**src/rtl/addsub4_pkg.sv**
```systemverilog
// Shared constants and helpers for the addsub4 issuer/collector slice.
package addsub4_pkg;

    localparam int   CORE_LAT_DEF = 2;
    localparam logic OP_ADD       = 1'b0;
    localparam logic OP_SUB       = 1'b1;
    localparam int   Y_W          = 4;
    localparam int   FLAG_W       = 2;

    function automatic int popcount32(input logic [31:0] v);
        int n;
        n = 0;
        for (int i = 0; i < 32; i++) begin
            n = n + int'(v[i]);
        end
        return n;
    endfunction

endpackage

```
**src/rtl/addsub4_rsp_fifo.sv**
```systemverilog
// Synchronous DEPTH-entry FIFO; head is read combinationally from registered storage.
module addsub4_rsp_fifo #(
    parameter  int DEPTH = 4,
    parameter  int W     = 8,
    localparam int PW    = $clog2(DEPTH),
    localparam int CW    = PW + 1
) (
    input  logic          clk,
    input  logic          rst_n,
    input  logic          push,
    input  logic [W-1:0]  push_data,
    input  logic          pop,
    output logic [W-1:0]  head,
    output logic [CW-1:0] count
);

    logic [W-1:0]  mem_q [DEPTH];
    logic [W-1:0]  mem_d [DEPTH];
    logic [PW-1:0] wr_ptr_q, wr_ptr_d;
    logic [PW-1:0] rd_ptr_q, rd_ptr_d;
    logic [CW-1:0] count_q, count_d;

    // Next-state for storage, pointers and occupancy.
    always_comb begin
        mem_d    = mem_q;
        wr_ptr_d = wr_ptr_q;
        rd_ptr_d = rd_ptr_q;
        count_d  = count_q;
        if (push) begin
            mem_d[wr_ptr_q] = push_data;
            wr_ptr_d        = wr_ptr_q + PW'(1);
        end else begin
            wr_ptr_d = wr_ptr_q;
        end
        if (pop) begin
            rd_ptr_d = rd_ptr_q + PW'(1);
        end else begin
            rd_ptr_d = rd_ptr_q;
        end
        case ({push, pop})
            2'b10:   count_d = count_q + CW'(1);
            2'b01:   count_d = count_q - CW'(1);
            default: count_d = count_q;
        endcase
    end

    // FIFO state registers.
    always_ff @(posedge clk or negedge rst_n) begin
        if (!rst_n) begin
            for (int i = 0; i < DEPTH; i++) begin
                mem_q[i] <= '0;
            end
            wr_ptr_q <= '0;
            rd_ptr_q <= '0;
            count_q  <= '0;
        end else begin
            mem_q    <= mem_d;
            wr_ptr_q <= wr_ptr_d;
            rd_ptr_q <= rd_ptr_d;
            count_q  <= count_d;
        end
    end

    assign head  = mem_q[rd_ptr_q];
    assign count = count_q;

    addsub4_rsp_fifo_chk #(.DEPTH(DEPTH), .CW(CW)) u_chk (
        .clk   (clk),
        .rst_n (rst_n),
        .push  (push),
        .count (count_q)
    );

endmodule

```
**src/rtl/addsub4_rsp_fifo_chk.sv**
```systemverilog
// Property checker for the response FIFO: a push must never land on a full FIFO.
module addsub4_rsp_fifo_chk #(
    parameter int DEPTH = 4,
    parameter int CW    = 3
) (
    input  logic          clk,
    input  logic          rst_n,
    input  logic          push,
    input  logic [CW-1:0] count
);

    a_no_push_when_full: assert property (
        @(posedge clk) disable iff (!rst_n) !(push && (count == CW'(DEPTH)))
    );

endmodule

```
**src/rtl/addsub4_issuer.sv**
```systemverilog
// Issues tagged requests into the fixed-latency addsub4 core and collects results
// into a credit-protected response FIFO.
module addsub4_issuer
    import addsub4_pkg::*;
#(
    parameter int TAG_W    = 2,
    parameter int DEPTH    = 4,
    parameter int CORE_LAT = CORE_LAT_DEF,
    parameter int CNT_W    = 8
) (
    input  logic             clk,
    input  logic             rst_n,
    input  logic             req_valid,
    output logic             req_ready,
    input  logic [3:0]       req_a,
    input  logic [3:0]       req_b,
    input  logic             req_sub,
    input  logic [TAG_W-1:0] req_tag,
    output logic [3:0]       core_a,
    output logic [3:0]       core_b,
    output logic             core_sub,
    input  logic [3:0]       core_y,
    input  logic             core_cout,
    input  logic             core_ovf,
    output logic             rsp_valid,
    input  logic             rsp_ready,
    output logic [3:0]       rsp_y,
    output logic             rsp_cout,
    output logic             rsp_ovf,
    output logic [TAG_W-1:0] rsp_tag,
    output logic [CNT_W-1:0] ovf_count
);

    localparam int PW = $clog2(DEPTH);
    localparam int CW = PW + 1;
    localparam int RW = Y_W + FLAG_W + TAG_W;

    logic [CORE_LAT-1:0] pipe_vld_q, pipe_vld_d;
    logic [TAG_W-1:0]    pipe_tag_q [CORE_LAT];
    logic [TAG_W-1:0]    pipe_tag_d [CORE_LAT];
    logic [CNT_W-1:0]    ovf_cnt_q, ovf_cnt_d;
    logic [CW-1:0]       fifo_count_s;
    logic [CW-1:0]       inflight_s;
    logic [CW:0]         credit_used_s;
    logic                accept_s;
    logic                push_s;
    logic                pop_s;
    logic [RW-1:0]       push_data_s;
    logic [RW-1:0]       head_s;

    assign core_a   = req_a;
    assign core_b   = req_b;
    assign core_sub = req_sub;

    // Credits count both queued and still-in-core results, from registered state only.
    assign inflight_s    = CW'(popcount32(32'(pipe_vld_q)));
    assign credit_used_s = {1'b0, fifo_count_s} + {1'b0, inflight_s};
    assign req_ready     = credit_used_s < (CW+1)'(DEPTH);
    assign accept_s      = req_valid & req_ready;

    assign push_s      = pipe_vld_q[CORE_LAT-1];
    assign push_data_s = {core_y, core_cout, core_ovf, pipe_tag_q[CORE_LAT-1]};
    assign rsp_valid   = fifo_count_s != CW'(0);
    assign pop_s       = rsp_valid & rsp_ready;
    assign {rsp_y, rsp_cout, rsp_ovf, rsp_tag} = head_s;
    assign ovf_count   = ovf_cnt_q;

    // Valid/tag shift pipe mirroring the core latency, plus the saturating overflow count.
    always_comb begin
        pipe_vld_d    = pipe_vld_q;
        pipe_tag_d    = pipe_tag_q;
        ovf_cnt_d     = ovf_cnt_q;
        pipe_vld_d[0] = accept_s;
        if (accept_s) begin
            pipe_tag_d[0] = req_tag;
        end else begin
            pipe_tag_d[0] = TAG_W'(0);
        end
        for (int i = 1; i < CORE_LAT; i++) begin
            pipe_vld_d[i] = pipe_vld_q[i-1];
            pipe_tag_d[i] = pipe_tag_q[i-1];
        end
        if (pop_s && rsp_ovf && (ovf_cnt_q != {CNT_W{1'b1}})) begin
            ovf_cnt_d = ovf_cnt_q + CNT_W'(1);
        end else begin
            ovf_cnt_d = ovf_cnt_q;
        end
    end

    // Pipe and counter registers.
    always_ff @(posedge clk or negedge rst_n) begin
        if (!rst_n) begin
            pipe_vld_q <= '0;
            for (int i = 0; i < CORE_LAT; i++) begin
                pipe_tag_q[i] <= '0;
            end
            ovf_cnt_q <= '0;
        end else begin
            pipe_vld_q <= pipe_vld_d;
            pipe_tag_q <= pipe_tag_d;
            ovf_cnt_q  <= ovf_cnt_d;
        end
    end

    addsub4_rsp_fifo #(.DEPTH(DEPTH), .W(RW)) u_fifo (
        .clk       (clk),
        .rst_n     (rst_n),
        .push      (push_s),
        .push_data (push_data_s),
        .pop       (pop_s),
        .head      (head_s),
        .count     (fifo_count_s)
    );

endmodule

```
**config.mk**
```make
export PLATFORM = sky130hd
export DESIGN_NAME = addsub4_issuer
export DESIGN_NICKNAME = d
export VERILOG_FILES = /design/src/rtl/addsub4_pkg.sv /design/src/rtl/addsub4_rsp_fifo.sv /design/src/rtl/addsub4_rsp_fifo_chk.sv /design/src/rtl/addsub4_issuer.sv
export SDC_FILE = /design/constraint.sdc
export NUM_CORES = 1
export LEC_CHECK = 0
export BUFFER_PORTS_ARGS = -buffer_cell sky130_fd_sc_hd__buf_2
export CAP_MARGIN = 40
export CELL_PAD_IN_SITES_DETAIL_PLACEMENT = 0
export CELL_PAD_IN_SITES_GLOBAL_PLACEMENT = 1
export CORE_MARGIN = 5
export CORE_UTILIZATION = 40
export CTS_CLUSTER_DIAMETER = 120
export DETAILED_ROUTE_END_ITERATION = 8
export GPL_TIMING_DRIVEN = 0
export PLACE_DENSITY = 0.78
export SLEW_MARGIN = 20
export SYNTH_ARGS = -nofsm -noshare
export SYNTH_HDL_FRONTEND = slang
export SYNTH_SLANG_ARGS = --single-unit
```
**constraint.sdc**
```tcl
create_clock -name clk -period 2.25 [get_ports clk]
set_input_delay 0.45 -clock clk [delete_from_list [all_inputs] [get_ports clk]]
set_output_delay 0.45 -clock clk [all_outputs]
set_load 0.02 [all_outputs]
```
-- Yosys cells after proc, flatten, opt, wreduce, memory -nomap -nowiden
Cells that the tools add are included.
- register bits after elaboration: 53
- input port bits: 21
- logic and storage cells: 42
- add/subtract/negate cells: 7
- order comparisons: 4
- equal/unequal tests: 3
- mux-type cells: 8
- bitwise logic cells: 4
- reductions and logical operators: 5
- operator list (cell ; number):
    32-bit bitwise mux ; 1
    8-bit two-way mux ; 3
    8-bit binary-select mux with 2-bit select ; 1
    8-bit demux with 2-bit select ; 1
    8-bit by 1-bit adder with 8-bit output (second input constant) ; 1
    8-bit != test (second input constant) ; 1
    3-bit greater-or-equal comparator (second input constant) ; 2
    2-bit NOT with 3-bit output ; 2
    3-bit case mux with 2 select lines ; 1
    2-bit by 1-bit adder with 2-bit output (second input constant) ; 2
    3-bit by 2-bit adder with 4-bit output ; 1
    4-bit by 3-bit less-than comparator with 1-bit output (second input constant) ; 1
    3-bit by 1-bit adder with 3-bit output (second input constant) ; 1
    1-bit logical AND ; 3
    3-bit by 1-bit less-than comparator with 1-bit output (second input constant) ; 1
    3-bit nonzero test ; 1
    3-bit by 1-bit subtractor with 3-bit output (second input constant) ; 1
    1-bit by 1-bit adder with 2-bit output ; 1
    1-bit AND ; 2
    2-bit by 1-bit equality test with 1-bit output (second input constant) ; 1
    2-bit equality test (second input constant) ; 1
    2-bit two-way mux ; 1
    2-bit nonzero test ; 1

-- Logic depth before layout (Yosys ltp)
- depth after elaboration: 6
- depth in mapped cells: 8
- depth with buffers taken out: 7

-- Hierarchy
From an unflattened synthesis, not the netlist that was laid out.
- cell total of the unflattened synthesis: 173
- area total of the unflattened synthesis: 2463.6 µm²
- by module, submodules not included (module ; instances ; cells an instance ; area an instance (µm²) ; sequential area each (µm²)):
    addsub4_rsp_fifo ; 1 ; 110 ; 1747.9 ; 975.9
    addsub4_issuer ; 1 ; 63 ; 715.7 ; 350.3

-- Worst setup path after synthesis
No wires, ideal clock.
- path kind: register to register
- from: register u_fifo.rd_ptr_q[0]
- to: register ovf_cnt_q[1] (netlist: ovf_count[1])
- setup time: 0.125 ns
- arrival: 1.603 ns
- data required time: 2.125 ns
- slack: 0.522 ns
- stages on the path, launching flop included: 5
- path buffers: 1
- period minus slack after synthesis: 1.728 ns
- path through: dfrtp_1 > buf_6 > mux4_2 > o211ai_4 > mux2_2
- word-level cells in the longest chain between the ends: 6
- ends and longest elaborated chain (item ; RTL line ; source):
    start: declaration ; addsub4_rsp_fifo.sv:20 ; logic [PW-1:0] rd_ptr_q, rd_ptr_d;
    start signal: assignment ; addsub4_rsp_fifo.sv:59 ; rd_ptr_q <= rd_ptr_d;
    2-bit NOT with 3-bit output (not written as such) ; addsub4_rsp_fifo.sv:64 ; assign head = mem_q[rd_ptr_q];
    8-bit binary-select mux with 2-bit select ; addsub4_rsp_fifo.sv:64 ;
    8-bit two-way mux (not written as such) (2 in a row) ; addsub4_rsp_fifo.sv:64 ;
    net rsp_ovf ; addsub4_issuer.sv:29 ; output logic rsp_ovf,
    1-bit logical AND (2 in a row) ; addsub4_issuer.sv:83 ; if (pop_s && rsp_ovf && (ovf_cnt_q != {CNT_W{1'b1}})) begin
    end signal: assignment ; addsub4_issuer.sv:101 ; ovf_cnt_q <= ovf_cnt_d;
    end: declaration ; addsub4_issuer.sv:41 ; logic [CNT_W-1:0] ovf_cnt_q, ovf_cnt_d;
The timed path passes the listed nets, and every way through them passes these cells. The select of a mux whose other input is x is not followed.
A chain may end at the register's enable or synchronous reset.

-- Worst setup path after layout
- from: register u_fifo.rd_ptr_q[0]
- to: output rsp_ovf
- word-level cells in the longest chain between the ends: 4
- ends and longest elaborated chain (item ; RTL line):
    2-bit NOT with 3-bit output (not written as such) ; addsub4_rsp_fifo.sv:64
    8-bit binary-select mux with 2-bit select ; addsub4_rsp_fifo.sv:64
    8-bit two-way mux (not written as such) (2 in a row) ; addsub4_rsp_fifo.sv:64
    end: declaration ; addsub4_issuer.sv:29
No other way between the ends. The select of a mux whose other input is x is not followed.

==> flow_metrics.py <==
metrics = {
    "sta": {
        "fmax_ghz": 0.491,
        "layout_worst_path_cycle_share_pct": 90.5,
        "clock_skew_ns": 0.00705,
        "rsz0062_at_grt": "no",
        "slew_headroom_pct": 56.4,
        "worst_slew_pin_slew_ns": 0.654,
        "report.final.hold_viol_count": 0,
        "setup-violations-final": 0,
        "finalHoldWorstSlack_ns": 0.161,
        "period_minus_slack_ns": 2.04,
        "final_max_slew_viol_count": 0,
        "worst_slack_ns": 0.214,
        "setup_total_negative_slack_ns": 0,
    },
    "run_status": {
        "run_status": "finished, final reports clean",
    },
    "job": {
        "max_cap_violations": 0,
    },
    "power": {
        "vdd_drop_max_uv": 673,
        "relative_contribution_of_the_clock_network_to_total_power_pct": 16.5,
        "fin_total_pwr_mw": 3.94,
        "combPwrFrac_pct": 42.5,
        "power.net_switching_mw": 1.37,
        "swShare_pct": 34.7,
        "seqPwrFrac_pct": 41.0,
        "cellLeakagePower_nw": 1.39,
        "power_density_nw_per_um2": 1390,
        "intPower_mw": 2.57,
    },
    "routing": {
        "drt_wl_total_mm": 4.03,
        "drt_first_iter_violations": 47,
        "antenna_violating_nets_post_route": 0,
        "overall_via_count_from_detail_route": 1388,
        "pre_repair_dr_iteration_count": 4,
        "drt_drc_violations_left": 0,
        "vias_per_instance": 4.82,
        "route.detailed.wl_per_inst_um": 14.0,
    },
    "global_route": {
        "use_met2_pct": 18.6,
        "grt-busiest-layer": "met2",
        "grt_pass1_wl_mm": 6.91,
        "globalRouteMet3Util_pct": 3.10,
        "via_count_of_the_first_global_routing_pass": 1446,
        "global_route.usage.met1_pct": 15.9,
        "grt_remaining_overflow": 0,
        "grtUsageTotal_pct": 11.6,
        "antenna_found_initial": 0,
        "maximum_number_of_pins_on_one_net_before_global_route_repair": 54,
    },
    "synthesis": {
        "synth_fa_ha_area_share_pct": 4.41,
        "synth.top_cell.area_share_pct": 54.4,
        "synthesis.area_um2": 2440,
        "synthesized_area_fraction_occupied_by_ao_oa_aoi_and_oai_cells_pct": 1.69,
        "synth.mux.area_fraction_pct": 25.0,
        "synth_enable_flop_cells": 0,
        "synth-seq-area-share_pct": 54.4,
        "synth_area_in_xor_xnor_pct": 3.95,
        "synthDistinctLibCells": 28,
        "yosysWarnings": 0,
        "main_combinational_cell_family_by_area_after_synthesis": "multiplexers",
        "post_synth_inst_count": 167,
        "syn-num-nets": 196,
        "synth_area_leaders": "dfrtp_1, mux2_2, mux4_1",
        "yosys.area_share.simple_pct": 5.85,
        "syn_avg_cell_area_um2": 14.6,
        "postSynthRegisterBits": 53,
        "postSynth.topFlopCell": "dfrtp_1",
        "synth_largest_area_cell": "dfrtp_1",
        "synth_async_sr_flop_share_pct": 100,
    },
    "worst_setup_path": {
        "critPathCaptureType": "output port",
        "worst-endpoint-required_ns": 1.80,
        "worst-endpoint-arrival_ns": 1.59,
        "worstPathMaxFanout": 10,
        "crit_type": "register to output port",
        "worst_setup_path_start_kind": "register",
    },
    "clock_tree": {
        "clkLatencyLatePin_ns": 0.30,
        "cts_hold_buf": 0,
        "root_buffer_selected_by_cts": "clkbuf_8",
        "cts.path.max_buffers": 2,
        "number_of_h_tree_branching_levels": 2,
        "tritoncts": "built",
        "clock-sinks": 53,
        "cts_setup_buffers": 0,
        "cts_inserted_buffers": 5,
        "postCtsResizedCells": 0,
        "path_clk_slew_ns": 0.09,
    },
    "floorplan": {
        "die_width_um": 88.1,
        "fp.dieH_um": 88.1,
        "initial_core_util_pct": 41.2,
        "fp.coreArea_um2": 5920,
        "top_level_ports": 48,
        "design.die.area_um2": 7760,
        "row_count": 28,
    },
    "layout": {
        "antenna-diode-count": 0,
        "layout_stage_area_growth_over_the_synthesis_result_pct": 16.5,
        "layout-drive-gt1-share_pct": 44.6,
        "finish.utilization_pct": 48.0,
        "fillerInstances": 551,
        "layout_commonest_cell": "dfrtp_1",
        "final_nets": 241,
        "final_cell_count_no_fill": 288,
        "commonest_cells_after_routing_fill_and_taps_aside": "dfrtp_1, buf_2, mux2_2",
        "postLayoutCellArea_um2": 2840,
    },
    "place": {
        "detailedPlacementHpwl_mm": 2.86,
        "routabilityCongestion": 0.746,
        "post-place-cells": 280,
        "placed_cell_area_um2": 2730,
        "buffers_on_ports": 38,
        "detailedPlace.worstSlack_ns": 0.343,
    },
    "worst_hold_path": {
        "worstHoldPathType": "primary input to asynchronous set/reset pin",
    },
}
## cells in the mapped netlist (2+ instances only)
master	number
nor2_1	6
buf_4	9
xnor2_1	3
nand3_1	2
nor3_1	2
inv_1	7
dfrtp_1	53
xor2_1	8
mux2_2	35
ha_1	7
and3_1	2
mux4_1	7
nand2_1	11
## cells by family (layout without fill, tap and decap cells)
logic type	after synthesis	in the layout
adders and majority gates	8	8
DFF	53	53
and+or+nand+nor	28	28
muxes	44	44
AOI/OAI and AO/OA	4	4
xor gates and xnor gates	11	11
buffers and inverters	19	65
## state kept, by name, summed over array words and instances, names as in the netlist
signal           count
pipe_tag_d           2
u_fifo.rd_ptr_q      2
u_fifo.mem_q        32
u_fifo.wr_ptr_q      2
ovf_count            8
pipe_tag_q           2
u_fifo.count         3
pipe_vld_q           2
## final cells by class
type                    instances  area (um^2)  area share (%)
multi-input cells              95          998            35.1
clock buffers                   7         86.3            3.04
repair buffers                 38          193            6.78
well taps                      75         93.8            3.30
plain buffers                  12         87.6            3.08
clock inverters                 1         30.0            1.06
inverters                       7         26.3           0.925
flip-flops and latches         53         1330            46.7
## worst paths after layout
kind                       slack (ns)               end  cells past startpoint          startpoint
setup / recovery                 0.21           rsp_ovf                      3  u_fifo.rd_ptr_q[0]
hold / removal                   0.16  u_fifo.mem_q[12]                      1               rst_n
setup reg to reg                 0.40   u_fifo.count[2]                      7     u_fifo.count[0]
hold reg to reg                  0.36     pipe_tag_q[0]                      0       pipe_tag_d[0]
max in group asynchronous        1.63     pipe_vld_q[1]                      1               rst_n
min in group clk                 0.36     pipe_tag_q[0]                      0       pipe_tag_d[0]
## layer usage
layer / share of wire (%) / up-vias
met5: 0 / -
met4: 0.89 / 0
met3: 8.0 / 5
met2: 44 / 44
met1: 47 / 668
li1: - / 671
## worst max-delay path, cell delays in order, from the launching register on
cell and delay [ns]:
dfrtp_1 0.35, buf_6 0.17, mux4_2 0.58, buf_2 0.19
## power by group through the flow
| stage | Sequential (mW) | Combinational (mW) | Clock [mW] |
|---|---|---|---|
| after global placement | 1.62 | 1.68 | 0 |
| after detailed placement | 1.64 | 1.72 | 0 |
| after CTS | 1.62 | 1.72 | 0.678 |
| after floorplan | 1.63 | 1.26 | 0 |
| after global routing | 1.68 | 1.86 | 0.721 |
| final | 1.62 | 1.68 | 0.649 |
Power figures use the tool's default switching activity.
